### config.mk
export PLATFORM = sky130hd
export DESIGN_NAME = tx_ipv4
export DESIGN_NICKNAME = d
export VERILOG_FILES = /design/src/rtl/ipv4_pkg.sv /design/src/rtl/ipv4_csum.sv /design/src/rtl/tx_ipv4.sv
export SDC_FILE = /design/constraint.sdc
export NUM_CORES = 1
export LEC_CHECK = 0
export CAP_MARGIN = 5
export CORE_MARGIN = 2
export CORE_UTILIZATION = 40
export CTS_CLUSTER_SIZE = 25
export DETAILED_ROUTE_END_ITERATION = 8
export PLACE_DENSITY = 0.68
export SETUP_SLACK_MARGIN = 0.1
export SYNTH_ARGS = -nofsm -noshare
export SYNTH_HDL_FRONTEND = slang
export SYNTH_HIERARCHICAL = 1
export SYNTH_SLANG_ARGS = --single-unit
### constraint.sdc
create_clock -name TX_CLK -period 12.6 [get_ports TX_CLK]
set_input_delay 3.78 -clock TX_CLK [delete_from_list [all_inputs] [get_ports TX_CLK]]
set_output_delay 3.78 -clock TX_CLK [all_outputs]
set_load 0.1 [all_outputs]
### src/rtl/ipv4_pkg.sv
`default_nettype none
// ============================================================================
// Module   : ipv4_pkg
// Purpose  : Shared IPv4 definitions for the TX framer and the RX parser.
//            Holds the framer state encoding, fixed header constants, the
//            default payload limit, the latched header field record and
//            helpers that flatten it into network byte order.
// Ports    : none (package)
// Revision : 1.0 - initial release
// ============================================================================
package ipv4_pkg;

  localparam int OCT              = 8;
  localparam int IPV4_MAX_PAYLOAD = 1480;
  localparam int IPV4_HDR_LEN     = 20;
  localparam int IPV4_HDR_WORDS   = 10;

  localparam logic [7:0]  IPV4_VER_IHL  = 8'h45;
  localparam logic [15:0] IPV4_FLAGS_DF = 16'h4000;

  typedef enum logic [1:0] {
    ST_IDLE    = 2'd0,
    ST_CSUM    = 2'd1,
    ST_HEADER  = 2'd2,
    ST_PAYLOAD = 2'd3
  } ipv4_state_t;

  typedef struct packed {
    logic [31:0] src_ip;
    logic [31:0] dst_ip;
    logic [7:0]  protocol;
    logic [7:0]  ttl;
    logic [15:0] id;
    logic [15:0] payload_len;
    logic [15:0] total_len;
  } ipv4_hdr_t;

  // Whole 20-byte header, byte 0 in the top bits.
  function automatic logic [159:0] hdr_vec(input ipv4_hdr_t h, input logic [15:0] csum);
    return {IPV4_VER_IHL, 8'h00, h.total_len, h.id, IPV4_FLAGS_DF,
            h.ttl, h.protocol, csum, h.src_ip, h.dst_ip};
  endfunction

  // 16-bit header word idx (0..9) with the checksum field taken as zero.
  function automatic logic [15:0] hdr_word(input ipv4_hdr_t h, input logic [3:0] idx);
    logic [159:0] v;
    v = hdr_vec(h, 16'h0000) << {idx, 4'b0000};
    return v[159:144];
  endfunction

  // Header byte idx (0..19) including the computed checksum.
  function automatic logic [7:0] hdr_byte(input ipv4_hdr_t h, input logic [15:0] csum,
                                          input logic [4:0] idx);
    logic [159:0] v;
    v = hdr_vec(h, csum) << {idx, 3'b000};
    return v[159:152];
  endfunction

endpackage
`default_nettype wire

### src/rtl/ipv4_csum.sv
`default_nettype none
// ============================================================================
// Module   : ipv4_csum
// Purpose  : One's-complement 16-bit word accumulator. Words are summed into
//            a 20-bit accumulator (room for the carries of 16 words); fold
//            wraps the carries back twice and stores the inverted result.
// Ports    : clk, rst_n   clock / async active-low reset
//            clr          zero the accumulator
//            add, word    add one 16-bit word
//            fold         register ~fold(acc) into csum
//            csum         resulting checksum
// Revision : 1.0 - initial release
// ============================================================================
module ipv4_csum (
  input  logic        clk,
  input  logic        rst_n,
  input  logic        clr,
  input  logic        add,
  input  logic        fold,
  input  logic [15:0] word,
  output logic [15:0] csum
);

  logic [19:0] acc;
  logic [16:0] sum1;
  logic [16:0] sum2;

  // Two folds: the first can itself carry out once, the second cannot.
  always_comb begin
    sum1 = {1'b0, acc[15:0]} + {13'd0, acc[19:16]};
    sum2 = {1'b0, sum1[15:0]} + {16'd0, sum1[16]};
  end

  always_ff @(posedge clk or negedge rst_n) begin
    if (!rst_n) begin
      acc  <= 20'd0;
      csum <= 16'd0;
    end else begin
      if (clr)
        acc <= 20'd0;
      else if (add)
        acc <= acc + {4'd0, word};
      if (fold)
        csum <= ~sum2[15:0];
    end
  end

endmodule
`default_nettype wire

### src/rtl/tx_ipv4.sv
`default_nettype none
// ============================================================================
// Module   : tx_ipv4
// Purpose  : Transmit-side IPv4 framer. Latches header fields on tx_start,
//            computes the header checksum, emits the 20-byte header and then
//            passes the payload through as one octet stream.
// Ports    : TX_CLK, rst_n         clock / async active-low reset
//            tx_start + fields     request and header fields (sampled together)
//            tx_busy/err/done      status
//            tx_data_*             upstream payload (valid/ready)
//            tx_payload*           downstream octet stream (valid/ready)
// Revision : 1.0 - initial release
// ============================================================================
module tx_ipv4
  import ipv4_pkg::*;
#(
  parameter int MAX_PAYLOAD = IPV4_MAX_PAYLOAD
) (
  input  logic           TX_CLK,
  input  logic           rst_n,
  input  logic           tx_start,
  input  logic [31:0]    tx_src_ip,
  input  logic [31:0]    tx_dst_ip,
  input  logic [7:0]     tx_protocol,
  input  logic [7:0]     tx_ttl,
  input  logic [15:0]    tx_id,
  input  logic [15:0]    tx_payload_len,
  output logic           tx_busy,
  output logic           tx_err,
  output logic           tx_done,
  input  logic [OCT-1:0] tx_data_in,
  input  logic           tx_data_valid,
  output logic           tx_data_ready,
  output logic           tx_payload_ipv4,
  output logic [OCT-1:0] tx_payload,
  input  logic           tx_payload_ready
);

  ipv4_state_t     state;
  ipv4_hdr_t       hdr;
  logic [15:0]     cnt;        // csum word index, then header byte, then payload count
  logic [15:0]     csum;
  logic            hdr_valid;
  logic [OCT-1:0]  hdr_data;

  logic            accept;
  logic            csum_add;
  logic            csum_fold;
  logic [15:0]     csum_word;

  assign accept    = (state == ST_IDLE) && tx_start && (tx_payload_len <= 16'(MAX_PAYLOAD));
  assign csum_add  = (state == ST_CSUM) && (cnt <  16'(IPV4_HDR_WORDS));
  assign csum_fold = (state == ST_CSUM) && (cnt == 16'(IPV4_HDR_WORDS));
  assign csum_word = hdr_word(hdr, cnt[3:0]);

  ipv4_csum u_csum (
    .clk   (TX_CLK),
    .rst_n (rst_n),
    .clr   (accept),
    .add   (csum_add),
    .fold  (csum_fold),
    .word  (csum_word),
    .csum  (csum)
  );

  // Payload is a straight pass-through; header bytes come from registers.
  assign tx_payload_ipv4 = (state == ST_PAYLOAD) ? tx_data_valid : hdr_valid;
  assign tx_payload      = (state == ST_PAYLOAD) ? tx_data_in    : hdr_data;
  assign tx_data_ready   = (state == ST_PAYLOAD) && tx_payload_ready;

  always_ff @(posedge TX_CLK or negedge rst_n) begin
    if (!rst_n) begin
      state     <= ST_IDLE;
      hdr       <= '0;
      cnt       <= 16'd0;
      tx_busy   <= 1'b0;
      tx_err    <= 1'b0;
      tx_done   <= 1'b0;
      hdr_valid <= 1'b0;
      hdr_data  <= '0;
    end else begin
      tx_err  <= 1'b0;
      tx_done <= 1'b0;
      case (state)
        ST_IDLE: begin
          if (tx_start) begin
            if (accept) begin
              hdr.src_ip      <= tx_src_ip;
              hdr.dst_ip      <= tx_dst_ip;
              hdr.protocol    <= tx_protocol;
              hdr.ttl         <= tx_ttl;
              hdr.id          <= tx_id;
              hdr.payload_len <= tx_payload_len;
              hdr.total_len   <= tx_payload_len + 16'(IPV4_HDR_LEN);
              cnt             <= 16'd0;
              tx_busy         <= 1'b1;
              state           <= ST_CSUM;
            end else begin
              tx_err <= 1'b1;
            end
          end
        end

        ST_CSUM: begin
          if (cnt < 16'(IPV4_HDR_WORDS)) begin
            cnt <= cnt + 16'd1;
          end else begin
            // Fold happens on this edge; byte 0 is constant so it can go now.
            cnt       <= 16'd0;
            hdr_valid <= 1'b1;
            hdr_data  <= IPV4_VER_IHL;
            state     <= ST_HEADER;
          end
        end

        ST_HEADER: begin
          if (tx_payload_ready) begin
            if (cnt == 16'(IPV4_HDR_LEN - 1)) begin
              hdr_valid <= 1'b0;
              hdr_data  <= '0;
              cnt       <= 16'd0;
              if (hdr.payload_len == 16'd0) begin
                tx_busy <= 1'b0;
                tx_done <= 1'b1;
                state   <= ST_IDLE;
              end else begin
                state <= ST_PAYLOAD;
              end
            end else begin
              cnt      <= cnt + 16'd1;
              hdr_data <= hdr_byte(hdr, csum, 5'(cnt + 16'd1));
            end
          end
        end

        ST_PAYLOAD: begin
          if (tx_data_valid && tx_payload_ready) begin
            if (cnt + 16'd1 == hdr.payload_len) begin
              cnt     <= 16'd0;
              tx_busy <= 1'b0;
              tx_done <= 1'b1;
              state   <= ST_IDLE;
            end else begin
              cnt <= cnt + 16'd1;
            end
          end
        end

        default: state <= ST_IDLE;
      endcase
    end
  end

endmodule
`default_nettype wire

Yosys cells after proc, flatten, opt, wreduce, memory -nomap -nowiden

Cells that the tools add are included.

Add/subtract/negate cells: 5
Magnitude comparators: 2
Equality and inequality tests: 14
Shifts and indexed selects: 2
Muxes and demuxes: 46
Bitwise operators: 1
Reductions and logical operators: 17

Operators by type and width:

| kind                                                        | count |
|---|---|
| << shifter 159 x 8 -> 160 bit                               | 2 |
| two-way mux 16 bit                                          | 7 |
| case mux 16 bit (4 select lines)                            | 1 |
| two-way mux 20 bit                                          | 2 |
| two-way mux 8 bit                                           | 4 |
| adder 20 x 16 -> 20 bit                                     | 1 |
| two-way mux 1 bit                                           | 19 |
| adder 16 x 4 -> 17 bit                                      | 1 |
| adder 16 x 1 -> 16 bit                                      | 1 |
| adder 16 x 1 -> 16 bit, second input constant               | 1 |
| adder 16 x 5 -> 16 bit, second input constant               | 1 |
| == test 16 bit                                              | 1 |
| == test 16 x 4 -> 1 bit, second input constant              | 1 |
| == test 16 x 5 -> 1 bit, second input constant              | 1 |
| <= comparator 16 x 11 -> 1 bit, second input constant       | 1 |
| logical NOT 16 bit                                          | 1 |
| less-than comparator 16 x 4 -> 1 bit, second input constant | 1 |
| two-way mux 2 bit                                           | 8 |
| NOT 16 bit                                                  | 1 |
| case mux 8 bit (2 select lines)                             | 1 |
| inequality test 2 bit, second input constant                | 6 |
| case mux 2 bit (4 select lines)                             | 1 |
| AND reduction 4 bit                                         | 2 |
| AND reduction 8 bit                                         | 1 |
| other kinds (11)                                            | 21 |

Flip-flop bits (word level): 194
Word-level logic and storage cells: 103

Longest topological paths before layout

Depth after elaboration: 6
Depth in mapped cells: 18
Mapped depth without buffers: 14

Modules after synthesis

The synthesis kept the hierarchy.

By module, submodules not included:

| module    | times used | cells an instance | area an instance (µm²) | seq. area each (µm²) |
|---|---|---|---|---|
| tx_ipv4   | 1          | 807               | 9053.7                 | 3903.7 |
| ipv4_csum | 1          | 343               | 3040.4                 | 900.9 |

Worst setup path after synthesis

No wires, ideal clock.

Kind: input port to output port
Start: input port tx_payload_ready
End: output port tx_data_ready
Arrival: 4.574 ns
Slack: 4.246 ns
Stages on the path: 1
Buffers on the path: 0
Cell sequence: and3_1

Cells in the longest elaborated chain, start to end: 1

Ends and longest elaborated chain:

| what               | RTL line      | text |
|---|---|---|
| start: declaration | tx_ipv4.sv:36 | `input logic tx_payload_ready` |
| logical AND 1 bit  | tx_ipv4.sv:69 | `assign tx_data_ready = (state == ST_PAYLOAD) && tx_payload_ready;` |
| end: declaration   | tx_ipv4.sv:33 | `output logic tx_data_ready,` |

Every way passes these cells.

Worst setup path after layout

Ends and elaborated chain as after synthesis.

==> results.ini <==
[run_status]
status=finished clean

[placement]
routabilityCongestion=0.8780
hpwl_um=24590
io_buffers=137

[synthesis]
yosysWarnings=6
yosysMostFrequentCell=dfrtp_1
syn_avg_cell_area_um2=10.52
netlist.area_leader.share_pct=39.73
yosys-top-cells-count=192 x dfrtp_1, 121 x mux2_2, 91 x nor2_1
netlist_area_um2=12090
async_reset_ff_share_pct=100.0
ys.flop_type=dfrtp_1
synth_edf_count=0
ys_seq_area_share_pct=39.73
synth_fp_nets=1304
yosys-top-cells-area=dfrtp_1 40%, mux2_2 11%, mux2i_1 5.8%
yosysTopAreaCell=dfrtp_1
ys_types=83
netlist_instances=1150
ys_seq_elements=192

[cts]
htree_levels=4
cts_resized=0
clk_path_buf_depth=2
cts_tree=yes
post-cts-setup-buffers=0
insertion_delay_ps=450
root_buffer=clkbuf_16
path_clk_slew_ps=70
cts_hold_buf=0
numCtsBuffers=17
numClockSinks=192

[route]
viasPerCell=5.767
antenna_left=0
dr.pass1.iters=8
dr_total_vias=9493
drc=0
drt_iter0_drc=821
wl_per_cell_um=20.47
routed_wirelength_um=33700

[timing]
max_freq_ghz=0.1067
tns_ps=0
tightest_slew_ps=1141
fin_crit_sh_pct=74.39
slew_headroom_pct=23.35
setup_viol=0
rsz0062_at_grt=false
skew_ps=15.85
finalMaxSlewViolations=0
hold_viol=0
period_needed_ps=9374

[worst_setup_path]
end_kind=output port
reg2reg_slack_ps=7190
r2r_end=u_csum/acc[18]
reg2regPathDepth=14
worstPathMaxFanout=3
cp-startpoint=tx_payload_ready
timing.critical_path.required_ps=8820
worstSetupEndpoint=tx_data_ready
cp.arrival_ps=5590
critPathLaunchType=input port
r2r-start=cnt[0]
critPathKind=input port to output port

[final_layout]
area_growth_pct=18.54
nets=1397
multi_input_area_um2=6858
drive_above_1_share_pct=17.99
fill_cells=2710
num_antenna_cells=0
seq_area_um2=4808

[grt]
busiest_layer=met2
use_met2_pct=36.05
grt_max_degree=123
grt_overflow=0
grt_pass1_vias=9546
grt_pass1_wl_um=53650
antenna_found_initial=0
grt_util_met1_pct=29.34
grt_util_met3_pct=3.963
grtUsageTotal_pct=22.12

[power]
power.share.sequential_pct=38.1
p_clk_share_pct=34.2
p_switching_w=0.0005741
power_density_nw_per_um2=116.0
leakagePower_nw=6.137
intPower_w=0.001089
ir_worst_vdd_v=0.0001066
pwr-share-comb_pct=27.6
power_w=0.001663
netSwitchingFraction_pct=34.53

[min_path]
holdCritPathClass=flop to flop

[die]
rows=63
dieArea_um2=31640
pin_count=138
core_area_um2=29720
start_util_pct=40.70
dieWidth_um=177.9
die_h_um=177.9

[job]
maxCapViolations=0

[power by group through the flow]
| stage | sequential [W] | clock, W | combinational, W |
|---|---|---|---|
| 5_1_grt | 0.000636 | 0.000606 | 0.000493 |
| 2_1_floorplan | 0.000635 | 0 | 0.000309 |
| 6_report | 0.000634 | 0.000569 | 0.000459 |
| 4_1_cts | 0.000635 | 0.000581 | 0.000454 |
| 3_3_place_gp | 0.000646 | 0 | 0.000446 |
| 3_5_place_dp | 0.000647 | 0 | 0.000452 |
[worst max-delay path: stages]
cell,delay [ps]
clkdlybuf4s50_1,490
and3_1,190
clkdlybuf4s50_1,1140
[layout make-up]
class / count / share of cell area [%]
sequential: 192 / 33.54
clock buffer: 18 / 3.063
tap: 390 / 3.404
inverter: 21 / 0.5498
multi-input combinational: 860 / 47.84
clock inverter: 14 / 1.283
timing repair buffer: 151 / 10.32
[cell usage in the layout (no fill, tap or decap), types with 11 or more instances in the layout]
master	synthesis	layout
mux2i_1	70	70
a221oi_1	15	15
nand2b_1	11	11
mux4_2	24	24
dfrtp_1	192	191
nor3_1	11	11
a21o_1	17	17
mux2_2	121	121
inv_1	21	21
nand3_1	18	18
clkbuf_16	0	17
a211o_1	17	17
and3_1	11	11
xnor2_1	38	38
o21ai_0	59	59
nor2_1	91	91
clkdlybuf4s50_1	0	136
o22ai_1	18	18
a21oi_1	60	60
nor4_1	12	11
buf_4	4	14
xor2_1	25	25
nand4_1	12	12
nand2_1	72	72
a211oi_1	13	13
ha_1	27	27
and2_1	12	12
[flip-flops by register name, summed over array words and instances (netlist names)]
register / flops
state: 2
u_csum/acc: 20
cnt: 16
hdr: 126
hdr_data: 8
tx_done: 1
tx_busy: 1
hdr_valid: 1
u_csum/csum: 16
tx_err: 1
[cells by family (layout without fill, tap and decap cells)]
group                    after synthesis  in the layout  synth area share (%)
AND/OR/NAND/NOR                      306            306                 13.49
AO/OA/AOI/OAI                        246            246                 13.71
multiplexers                         215            215                 21.53
flip-flops                           192            192                 39.73
buffers and inverters                 98            204                 3.673
XOR/XNOR                              64             64                 4.749
adder cells (fa/ha/maj)               29             29                 3.124
[worst min path at each step]
stage	from	endpoint	slack, ps	cells after the start
global route	hdr_data[1]	hdr_data[1]	520	2
floorplan	hdr_valid	hdr_valid	440	1
global placement	hdr_data[1]	hdr_data[1]	460	2
CTS	hdr_data[1]	hdr_data[1]	480	2
detailed placement	hdr_data[1]	hdr_data[1]	470	2
finish	hdr_data[1]	hdr_data[1]	480	2
[metal layers]
metal  wire, um  up-vias
met5          0        -
li1           -     4416
met2      16120      296
met1      14680     4733
met4       1136        0
met3       1758       48
[stage by stage]
stage	utilization (%)	setup WS (ps)	instance area (um2)	cells	hold WS, ps
2_1_floorplan	-	4246	12090	1150	444.1
3_3_place_gp	46.15	3215	13710	1614	458.4
3_5_place_dp	46.15	3233	13710	1614	466.3
4_1_cts	48.24	3226	14340	1646	481.6
5_1_grt	48.24	3185	14340	1646	521.7
6_report	48.24	3226	14340	1646	477.1
No activity file was read; power rests on OpenSTA's default activity.
